$ cat config.mk
export PLATFORM = sky130hd
export DESIGN_NAME = word_uart_tx_flat
export DESIGN_NICKNAME = d
export VERILOG_FILES = /design/src/rtl/word_uart_tx_if.sv /design/src/rtl/word_uart_tx.sv /design/src/flat_wrapper.sv
export SDC_FILE = /design/constraint.sdc
export NUM_CORES = 1
export LEC_CHECK = 0
export BUFFER_PORTS_ARGS = -buffer_cell sky130_fd_sc_hd__buf_2
export CAP_MARGIN = 20
export CORE_MARGIN = 5
export CORE_UTILIZATION = 50
export DETAILED_ROUTE_END_ITERATION = 10
export GPL_ROUTABILITY_DRIVEN = 0
export GPL_TIMING_DRIVEN = 0
export PLACE_DENSITY = 0.68
export SKIP_LAST_GASP = 1
export SYNTH_ARGS = -nofsm -noshare
export SYNTH_HDL_FRONTEND = slang
export SYNTH_SLANG_ARGS = --single-unit
$ cat constraint.sdc
create_clock -name clk -period 6.5 [get_ports clk]
set_clock_uncertainty 0.2 [all_clocks]
set_input_delay 0.325 -clock clk [delete_from_list [all_inputs] [get_ports clk]]
set_output_delay 0.325 -clock clk [all_outputs]
set_load 0.02 [all_outputs]
$ cat src/rtl/word_uart_tx_if.sv
// word_uart_tx_if: word handshake and serial line status for word_uart_tx.
// The master supplies 32-bit words and the slave serializes them.
`default_nettype none

interface word_uart_tx_if;
  logic [31:0] tx_data;
  logic        tx_valid;
  logic        tx_ready;
  logic        tx_out;
  logic        tx_busy;
  logic        tx_done;

  modport master (
    output tx_data, tx_valid,
    input  tx_ready, tx_out, tx_busy, tx_done
  );

  modport slave (
    input  tx_data, tx_valid,
    output tx_ready, tx_out, tx_busy, tx_done
  );
endinterface

`default_nettype wire

$ cat src/rtl/word_uart_tx.sv
// word_uart_tx: sends a 32-bit word as four back-to-back 8N1 UART frames.
// Revision 1.0
`default_nettype none

module word_uart_tx #(
  parameter int CLKS_PER_BIT   = 868,
  parameter bit MSB_BYTE_FIRST = 1'b0
) (
  input  logic           clk,
  input  logic           reset,
  word_uart_tx_if.slave  bus
);

  localparam int BAUD_W = (CLKS_PER_BIT > 2) ? $clog2(CLKS_PER_BIT) : 1;
  localparam logic [BAUD_W-1:0] BAUD_LAST = BAUD_W'(CLKS_PER_BIT - 1);

  typedef enum logic [1:0] {
    IDLE  = 2'd0,
    START = 2'd1,
    DATA  = 2'd2,
    STOP  = 2'd3
  } state_t;

  state_t            state, state_nxt;
  logic [BAUD_W-1:0] baud, baud_nxt;
  logic [2:0]        bit_idx, bit_nxt;
  logic [1:0]        byte_idx, byte_nxt;
  logic [31:0]       hold, hold_nxt;
  logic              line, line_nxt;
  logic              done, done_nxt;
  logic              baud_end;
  logic [1:0]        byte_sel;
  logic [7:0]        cur_byte;

  assign baud_end = (baud == BAUD_LAST);

  always_ff @(posedge clk) begin
    if (reset) begin
      state    <= IDLE;
      baud     <= '0;
      bit_idx  <= '0;
      byte_idx <= '0;
      hold     <= '0;
      line     <= 1'b1;
      done     <= 1'b0;
    end else begin
      state    <= state_nxt;
      baud     <= baud_nxt;
      bit_idx  <= bit_nxt;
      byte_idx <= byte_nxt;
      hold     <= hold_nxt;
      line     <= line_nxt;
      done     <= done_nxt;
    end
  end

  always_comb begin
    state_nxt = state;
    baud_nxt  = baud;
    bit_nxt   = bit_idx;
    byte_nxt  = byte_idx;
    hold_nxt  = hold;
    done_nxt  = 1'b0;
    case (state)
      IDLE: begin
        if (bus.tx_valid) begin
          hold_nxt  = bus.tx_data;
          byte_nxt  = 2'd0;
          bit_nxt   = 3'd0;
          baud_nxt  = '0;
          state_nxt = START;
        end
      end
      START: begin
        if (baud_end) begin
          baud_nxt  = '0;
          bit_nxt   = 3'd0;
          state_nxt = DATA;
        end else begin
          baud_nxt = baud + 1'b1;
        end
      end
      DATA: begin
        if (baud_end) begin
          baud_nxt = '0;
          if (bit_idx == 3'd7) begin
            state_nxt = STOP;
          end else begin
            bit_nxt = bit_idx + 3'd1;
          end
        end else begin
          baud_nxt = baud + 1'b1;
        end
      end
      STOP: begin
        if (baud_end) begin
          baud_nxt = '0;
          if (byte_idx == 2'd3) begin
            state_nxt = IDLE;
            done_nxt  = 1'b1;
          end else begin
            byte_nxt  = byte_idx + 2'd1;
            bit_nxt   = 3'd0;
            state_nxt = START;
          end
        end else begin
          baud_nxt = baud + 1'b1;
        end
      end
      default: state_nxt = IDLE;
    endcase
  end

  // The line level is computed from next-state values so tx_out itself is a flop.
  always_comb begin
    byte_sel = MSB_BYTE_FIRST ? (2'd3 - byte_nxt) : byte_nxt;
    case (byte_sel)
      2'd0:    cur_byte = hold_nxt[7:0];
      2'd1:    cur_byte = hold_nxt[15:8];
      2'd2:    cur_byte = hold_nxt[23:16];
      default: cur_byte = hold_nxt[31:24];
    endcase
    case (state_nxt)
      START:   line_nxt = 1'b0;
      DATA:    line_nxt = cur_byte[bit_nxt];
      default: line_nxt = 1'b1;
    endcase
  end

  assign bus.tx_ready = (state == IDLE) && !reset;
  assign bus.tx_busy  = (state != IDLE);
  assign bus.tx_out   = line;
  assign bus.tx_done  = done;

endmodule

`default_nettype wire

$ cat src/flat_wrapper.sv
// flat-port wrapper written by rule: the top's interface ports become plain ports
module word_uart_tx_flat 
#(
  parameter int CLKS_PER_BIT   = 868,
  parameter bit MSB_BYTE_FIRST = 1'b0
)
  (clk, reset, bus_tx_data, bus_tx_valid, bus_tx_ready, bus_tx_out, bus_tx_busy, bus_tx_done);
  word_uart_tx_if bus_i ();
  input  logic clk;
  input  logic reset;
  input wire logic [$bits(bus_i.tx_data)-1:0] bus_tx_data;
  input wire logic [$bits(bus_i.tx_valid)-1:0] bus_tx_valid;
  output wire logic [$bits(bus_i.tx_ready)-1:0] bus_tx_ready;
  output wire logic [$bits(bus_i.tx_out)-1:0] bus_tx_out;
  output wire logic [$bits(bus_i.tx_busy)-1:0] bus_tx_busy;
  output wire logic [$bits(bus_i.tx_done)-1:0] bus_tx_done;
  assign bus_i.tx_data = bus_tx_data;
  assign bus_i.tx_valid = bus_tx_valid;
  assign bus_tx_ready = bus_i.tx_ready;
  assign bus_tx_out = bus_i.tx_out;
  assign bus_tx_busy = bus_i.tx_busy;
  assign bus_tx_done = bus_i.tx_done;
  word_uart_tx #(.CLKS_PER_BIT(CLKS_PER_BIT), .MSB_BYTE_FIRST(MSB_BYTE_FIRST)) u_core (.clk(clk), .reset(reset), .bus(bus_i));
endmodule
---- Yosys cells after proc, flatten, opt, wreduce, memory -nomap -nowiden ----
Cells that the tools add are included.
storage, ports and cells
  bits in registers ....................... 51
  latch bits .............................. 0
  memory bits (writable) .................. 0
  ROM bits ................................ 0
  input bits .............................. 35
  output and inout bits ................... 4
  word-level logic and storage cells ...... 59
  memories kept ........................... 0
cells by class
  $add $sub $neg .......................... 3
  $mul .................................... 0
  div/mod/pow operators ................... 0
  order comparisons ....................... 1
  eq/ne operators ......................... 11
  shift-type cells ........................ 0
  mux-type cells .......................... 28
  bitwise gates (word level) .............. 2
  reduce and logical (&&, ||, !) cells .... 7
operators by type and width
  operator                 number
  $mux W32                 2
  $pmux W8 S3              1
  $mux W10                 2
  $pmux W10 S2             1
  $mux W3                  6
  $mux W2                  8
  $pmux W3 S4              1
  $add A10 B1 Y10 const B  1
  $eq A10 B10 Y1 const B   1
  $eq A2 B2 Y1 const B     5
  $pmux W2 S4              1
  $eq A2 B1 Y1 const B     3
  $reduce_or A3 Y1         2
  $logic_not A2 Y1         2
  $lt A3 B4 Y1 const B     1
  $pmux W2 S2              1
  $add A3 B1 Y3 const B    1
  $bmux W1 S3              1
  $eq A3 B3 Y1 const B     1
  $mux W1                  3
  $add A2 B1 Y2 const B    1
  $ne A2 B2 Y1 const B     1
  $not A1 Y1               2
  $pmux W1 S2              1
  other kinds (3)          3

---- Depth between registers and ports, before layout ----
Gate-level depths: netlist of run 1.
  depth in word-level cells ............... 9
  mapped depth ............................ 12

---- Worst setup path before layout of run 1 ----
OpenSTA, ideal clock, no wires.
  path type ............................... register to register
  start point ............................. register u_core.state[0]
  end point ............................... register u_core.line, in the netlist u_core.bus.tx_out
  data arrival time ....................... 2457 ps
  data required time ...................... 6168 ps
  setup slack ............................. 3711 ps
  stages on the path, launching flop included .. 13
  path buffers ............................ 2
  clock period less this slack ............ 2789 ps
  cell sequence ........................... dfxtp_1 > inv_1 > ha_1 > buf_2 > nor2b_1 > o31ai_1 > o21a_1 > clkbuf_1 > nand2_1 > a311oi_1 > nor4_1 > nor4_1 > a32oi_1
on the way
  cells in the longest elaborated chain, start to end .. 7
  elaborated cells on any way between the ends .. 22
  classes of those cells .................. eq/ne: 7; mux: 13; reduce/logical: 2
ends and longest elaborated chain
  element                                           RTL line             text
  from (decl)                                       word_uart_tx.sv:24   state_t state, state_nxt;
  from (signal assigned)                            word_uart_tx.sv:47   state <= state_nxt;
  $eq A2 B2 Y1 or $logic_not A2 Y1 (tied branches)  word_uart_tx.sv:64   case (state)
  $pmux W2 S2                                       word_uart_tx.sv:64
  $eq A2 B2 Y1 (tied with other cells)              word_uart_tx.sv:117  case (byte_sel)
  $pmux W8 S3                                       word_uart_tx.sv:117
  $bmux W1 S3                                       word_uart_tx.sv:125  DATA: line_nxt = cur_byte[bit_nxt];
  $mux W1 (not written as such)                     word_uart_tx.sv:125
  $pmux W1 S2 *                                     word_uart_tx.sv:123  case (state_nxt)
  to (signal assigned)                              word_uart_tx.sv:52   line <= line_nxt;
  to (decl)                                         word_uart_tx.sv:29   logic line, line_nxt;
Mark *: on every way between the ends. The rest lies on a longest branch, timed or not. The select of a mux whose other input is x is not followed.
A chain may end at the register's enable or synchronous reset.

---- Worst setup path in the final report of run 1 ----
  start point ............................. register u_core.state[1]
  end point ............................... register u_core.line, in the netlist u_core.bus.tx_out
The elaborated chain is that of the path after synthesis.

==> impl_metrics.ini, run 1 <==
[worst_hold_path]
hold_path_class = primary input to flip-flop
holdPathStages = 3

[sta]
tns_ns = 0
relSlewSlack_pct = 54.7
max_freq_ghz = 0.273
worst_pin_slew_ns = 0.680
fin_crit_sh_pct = 56.3
slew_violations = 0
period_minus_slack_ns = 3.66
rsz0062_at_grt = no
finalSetupViolCount = 0
hold_viol = 0

[clock_network]
clock-sinks = 51
clkLatencyLatePin_ns = 0.30
clk_pin_slew_worst_paths_ns = 0.09
cts_inserted_buffers = 5
h-tree-depth = 2
cts_tree = yes
cts_setup_buffers = 0
cts_resized = 0
clockBufferDepth = 2
cts-root-buf = clkbuf_8
cts_hold_buf = 0

[logic_synthesis]
syn-num-nets = 352
ys_seq_area_share_pct = 37.3
synth_common_cells = 70 x nand2_1, 51 x dfxtp_1, 36 x a21oi_1
synthArstFlopShare_pct = 0
synth_area_leaders = dfxtp_1 37%, nand2_1 9.6%, mux4_1 7.7%
ys_warn_count = 0
synth_edf_count = 0
synth_top_cell_by_area = dfxtp_1
ys_ff_latch = 51
yosysTopAreaCellShare_pct = 37.3
synth.most_common_cell = nand2_1
netlist_instances = 310
synth_area_um2 = 2740
avgSynthCellArea_um2 = 8.82
synth_ff_type = dfxtp_1
yosys.cell_types.count = 51

[grt]
antenna_found_initial = 0
grt_max_degree = 15
overflow = 0
first_global_vias = 2285
grt_use_total_pct = 18.6
grt_pass1_wl_um = 10600

[worst_setup_path]
startpoint_type = flip-flop
required_ns = 6.47
slowest_stage = a21oi_2
cp-startpoint = u_core.state[1]$_SDFF_PP0_
crit_type = flip-flop to flip-flop
r2r_end = u_core.bus.tx_out$_SDFF_PP1_
path_depth = 12
r2r_setup_slack_ns = 2.84
path_cells = inv_1, ha_1, buf_2, nor2b_1, nor2_1, a21oi_2, buf_6, mux4_1, mux2i_1, o22ai_1, nor4_1, a32oi_1
end_kind = flip-flop
arrival_ns = 3.63
crit_end = u_core.bus.tx_out$_SDFF_PP1_
critical_path.top_delay_family = simple AND/OR/NAND/NOR gates
ff2ff_path_depth = 12
path_max_fanout = 10
path_buf_inv = 3
r2r-start = u_core.state[1]$_SDFF_PP0_
slowest_delay_ns = 0.54

[run_status]
status = finished clean

[placed_design]
place.port_buffers = 37
hpwl_um = 4680

[run]
drv_cap = 0

[layout]
area_delta_synth_final_pct = 13.8
diodes = 0
nNetsFinal = 396
drive_gt1_share_pct = 16.9
fill_cells = 519
multi_input_area_um2 = 1630
final-seq-area_um2 = 1020

[drt]
initialDrtViolationCount = 110
wl_um = 6410
wl_per_cell_um = 15.0
firstDrtPassIters = 4
vias_per_cell = 5.58
num_vias = 2378
ant_nets = 0
drc_errors = 0

[pwr]
power.total_mw = 0.915
power_density_nw_per_um2 = 294
p_leak_nw = 1.21
ir_worst_vdd_uv = 170

[floorplan]
core_area_um2 = 5410
ios = 39
dieArea_um2 = 7050
dieHeight_um = 84.0
die_w_um = 84.0
num_rows = 27
initial_core_util_pct = 50.6
worst min path at each step:
stage | endpoint | from
CTS | u_core.hold[19]$_SDFF_PP0_ | bus_tx_data[19]
finish | u_core.hold[19]$_SDFF_PP0_ | bus_tx_data[19]
global placement | u_core.hold[29]$_SDFF_PP0_ | u_core.hold[29]$_SDFF_PP0_
floorplan | u_core.hold[23]$_SDFF_PP0_ | u_core.hold[23]$_SDFF_PP0_
detailed placement | u_core.hold[23]$_SDFF_PP0_ | u_core.hold[23]$_SDFF_PP0_
global route | u_core.hold[11]$_SDFF_PP0_ | bus_tx_data[11]
per-layer routing:
layer / track usage, % / vias up / wire, um
li1: - / 1199 / -
met1: 22.4 / 1126 / 2900
met2: 33.0 / 40 / 3090
met3: 3.46 / 13 / 265
met4: 6.58 / 0 / 144
met5: 0 / - / 0
worst min-delay path, delay by kind of cell:
family / cells / cell delay (ns)
compound gates: 1 / 0.05
buf+inv: 1 / 0.10
simple gates: 1 / 0.05
report_power, final:
part | switching, mW | internal [mW] | total, mW
clock network | 0.101 | 0.113 | 0.214
registers | 0.0215 | 0.355 | 0.376
logic | 0.193 | 0.131 | 0.324
flip-flops by register name, indices dropped and copies added (netlist names):
register,cells
u_core.bit_idx,3
u_core.bus.tx_done,1
u_core.baud,10
u_core.hold,32
u_core.byte_idx,2
u_core.state,2
u_core.bus.tx_out,1
metrics by stage:
stage	hold WS [ns]	area (um2)	setup slack, ns	cells	utilization, %
after global routing	0.0586	3110	2.60	426	57.6
final	0.0564	3110	2.84	426	57.6
after floorplan	0.227	2740	3.71	310	-
after CTS	0.0483	3110	2.86	426	57.6
after global placement	0.234	3010	2.90	419	55.7
after detailed placement	0.240	3010	2.88	419	55.7
area by class of cell:
class / instances / area share (%)
clock inverter: 1 / 0.965
buffer: 17 / 2.41
clock buffer: 6 / 2.33
timing repair buffer: 37 / 5.95
multi-input combinational: 239 / 52.3
inverter: 3 / 0.362
sequential: 51 / 32.8
tap: 72 / 2.89
cells in the final DEF (no fill, tap or decap), types with 2 or more instances in the layout:
master / instances
o31ai_1: 2
mux4_1: 8
nor2_1: 28
nand3_1: 7
clkbuf_1: 13
nor3_1: 4
buf_2: 40
and2_1: 3
xor2_1: 5
clkbuf_8: 5
ha_1: 7
dfxtp_1: 51
nand2_1: 70
nor2b_1: 4
a211oi_1: 2
a32oi_1: 2
nand4_1: 2
nor4_1: 4
mux2i_1: 10
o22ai_1: 2
nand3b_1: 2
inv_1: 3
nand2b_1: 5
mux4_2: 4
a22oi_1: 2
a21oi_1: 36
xnor2_1: 5
o21ai_0: 3
kinds of logic (layout without fill, tap and decap cells):
kind of cell / count (synthesis) / count (layout) / share of synthesized area, %
buffers and inverters: 20 / 64 / 3.16
DFF: 51 / 51 / 37.3
AOI/OAI and AO/OA: 65 / 65 / 16.0
muxes: 22 / 22 / 14.6
adders and majority gates: 7 / 7 / 3.20
xor gates and xnor gates: 10 / 10 / 3.20
and+or+nand+nor: 135 / 135 / 22.5
Note: power is estimated with default switching activity, not from simulation.
==> run 2: changes to the inputs <==
--- a/config.mk
+++ b/config.mk
@@ -5,6 +5,7 @@
 export SDC_FILE = /design/constraint.sdc
 export NUM_CORES = 1
 export LEC_CHECK = 0
+export ABC_AREA = 1
 export BUFFER_PORTS_ARGS = -buffer_cell sky130_fd_sc_hd__buf_2
 export CAP_MARGIN = 20
 export CORE_MARGIN = 5
==> constraint.sdc (replaced) <==
create_clock -name clk -period 3.4 [get_ports clk]
set_clock_uncertainty 0.2 [all_clocks]
set_input_delay 0.17 -clock clk [delete_from_list [all_inputs] [get_ports clk]]
set_output_delay 0.17 -clock clk [all_outputs]
set_load 0.02 [all_outputs]
==> run 2 against run 1 <==
Net effect:
- first-iteration DRC count grew 15%
- sequential power grew 72%
- design area grew 12%
- sequential cell count is the same
- clock power grew 60%
- highest routed layer unchanged
- sequential share of layout area shrank 3.6 points
- count of clock-buffer cells in the layout grew 1
- cell count grew 32%
- critical path depth grew 3
- combinational power shrank 24%
- setup slack lost 2.2 ns
- worst hold slack gained 0.10 ns
==> impl_metrics.ini, run 2 <==
[run_status]
status = finished clean

[layout]
utilization_pct = 64.0
nNetsFinal = 533
largest_reg_flops = 32
drive_gt1_share_pct = 13.6
max_flop_register = u_core.hold
mostFrequentLayoutCells = 73 x nand2_1, 69 x inv_1, 60 x nor2_1
largestRegisters = u_core.hold (32), u_core.baud (10), u_core.bit_idx (3)
stdcell_area_um2 = 3500
area_delta_synth_final_pct = 24.6
diodes = 0
layout_commonest_cell = nand2_1

[logic_synthesis]
synth_common_cells = 73 x nand2_1, 69 x inv_1, 60 x nor2_1
synth_ff_type = dfxtp_1
synth.most_common_cell = nand2_1
ys_seq_area_share_pct = 36.3
yosysTopAreaCellShare_pct = 36.3
synth_area_leaders = dfxtp_1 36%, nand2_1 9.8%, inv_1 9.2%
synth_top_cell_by_area = dfxtp_1
netlist_instances = 413
syn-num-nets = 455
yosys.cell_types.count = 39
synth_edf_count = 0
ys_warn_count = 0
ys_ff_latch = 51
avgSynthCellArea_um2 = 6.80
synthArstFlopShare_pct = 0
synth_area_um2 = 2810

[drt]
firstDrtPassIters = 4
drc_errors = 0
ant_nets = 0
wl_per_cell_um = 12.1
initialDrtViolationCount = 126
wl_um = 6840
vias_per_cell = 4.88
num_vias = 2751

[worst_setup_path]
r2r_end = u_core.bus.tx_out$_SDFF_PP1_
crit_type = flip-flop to flip-flop
r2r-start = u_core.state[0]$_SDFF_PP0_
path_buf_inv = 4
path_cells = inv_1, ha_1, nand2_1, clkbuf_1, nand2_1, o21ai_0, inv_1, o21bai_1, nand3_1, nand2_1, nand3_1, nand3_1, nand3_1, nand2_1, inv_1
slowest_delay_ns = 0.45
end_kind = flip-flop
path_max_fanout = 10
slowest_stage = dfxtp_1
arrival_ns = 2.80
critical_path.top_delay_family = simple AND/OR/NAND/NOR gates
ff2ff_path_depth = 15
r2r_setup_slack_ns = 0.62
startpoint_type = flip-flop
required_ns = 3.41
cp-startpoint = u_core.state[0]$_SDFF_PP0_

[worst_hold_path]
holdPathEnd = u_core.bit_idx[0]$_SDFF_PP0_
hold_path_class = primary input to flip-flop
holdPathStages = 4
hp-start = bus_tx_valid

[sta]
tns_ns = 0
relSlewSlack_pct = 51.4
slew_violations = 0
layout_setup_ws_ns = 0.616
period_minus_slack_ns = 2.78
max_freq_ghz = 0.359
worst_pin_slew_ns = 0.724
hold-worst-slack_ns = 0.160
rsz0062_at_grt = no
finalSetupViolCount = 0
fin_crit_sh_pct = 81.9
hold_viol = 0

[pwr]
p_leak_nw = 1.73
pwr-share-comb_pct = 20.0
p_seq_share_pct = 52.2
power_report.internal_total_mw = 0.884
power_density_nw_per_um2 = 352
switching_share_pct = 28.3
switchingPower_mw = 0.350
ir_worst_vdd_uv = 259
pwr-share-clk_pct = 27.8

[clock_network]
cts_hold_buf = 33
clk_pin_slew_worst_paths_ns = 0.08
cts-root-buf = clkbuf_8
clock-sinks = 51
clkLatencyLatePin_ns = 0.31
cts_inserted_buffers = 5
cts_resized = 0
clockBufferDepth = 2
cts_tree = yes
h-tree-depth = 2
cts_setup_buffers = 0

[placed_design]
placed_cell_area_um2 = 3090
place_ws_ns = 0.651
hpwl_um = 4950
place.port_buffers = 38

[grt]
first_global_vias = 2595
grt_use_total_pct = 20.0
antenna_found_initial = 0
grt_pass1_wl_um = 11900
overflow = 0
grt_max_degree = 15

[floorplan]
dieHeight_um = 85.0
ios = 39
core_area_um2 = 5470
die_w_um = 85.0
initial_core_util_pct = 51.3
dieArea_um2 = 7220
num_rows = 27

[run]
drv_cap = 0
run 2: changes by cell type after synthesis, moves of 7 or more:
cell	before	now
a21oi_1	36	8
inv_1	3	69
inv_2	0	7
mux4_1	8	0
nand3_1	7	28
nor2_1	28	60
o21ai_0	3	26
o21ai_1	0	7
run 2: layout make-up:
cell class / instances / area [um2]
flip-flops and latches: 51 / 1020
plain buffers: 14 / 68.8
well taps: 72 / 90.1
inverters: 77 / 294
repair buffers: 71 / 520
clock buffers: 7 / 76.3
multi-input cells: 271 / 1430
clock inverters: 1 / 5.00
fillers: 532 / 1970
run 2: stage by stage:
stage	power [mW]	cells
5_1_grt	1.32	564
2_1_floorplan	0.808	413
3_3_place_gp	0.871	523
4_1_cts	1.25	564
6_report	1.23	564
3_5_place_dp	0.875	523
run 2: worst register-to-register path, stage by stage (launching register included):
cell	delay, ns
dfxtp_1	0.45
inv_1	0.12
ha_1	0.26
nand2_1	0.22
clkbuf_1	0.42
nand2_1	0.08
o21ai_0	0.13
inv_1	0.08
o21bai_1	0.16
nand3_1	0.13
nand2_1	0.09
nand3_1	0.07
nand3_1	0.11
nand3_1	0.08
nand2_1	0.06
inv_1	0.03
run 2: layer usage:
metal  vias to the layer above  GRT usage, %  share of wire (%)
met5                         -             0                  0
met4                         0          6.04                1.6
met3                        11          5.05                5.3
met2                        63          33.7                 47
met1                      1222          25.1                 47
li1                       1455             -                  -
run 2: how the worst max path moves through the flow:
stage / end / slack, ns / cells after the start
floorplan: u_core.bus.tx_out$_SDFF_PP1_ / 1.17 / 13
global placement: u_core.bus.tx_out$_SDFF_PP1_ / 0.64 / 13
detailed placement: u_core.baud[8]$_SDFFE_PP0P_ / 0.65 / 8
CTS: u_core.baud[8]$_SDFFE_PP0P_ / 0.61 / 8
global route: u_core.bus.tx_out$_SDFF_PP1_ / 0.31 / 15
finish: u_core.bus.tx_out$_SDFF_PP1_ / 0.62 / 15
run 2: cells by family after synthesis:
family                     synth area share [%]
and+or+nand+nor                            32.5
buffers and inverters                      12.9
muxes                                      4.27
adders and majority gates                  3.12
DFF                                        36.3
AOI/OAI and AO/OA                          10.6
xor gates and xnor gates                  0.312
run 2: power groups by stage:
| stage | logic, mW | registers (mW) | clock network, mW |
|---|---|---|---|
| after floorplan | 0.152 | 0.657 | 0 |
| after global placement | 0.214 | 0.657 | 0 |
| after detailed placement | 0.217 | 0.658 | 0 |
| after CTS | 0.246 | 0.645 | 0.355 |
| after global routing | 0.284 | 0.649 | 0.383 |
| final | 0.247 | 0.645 | 0.342 |
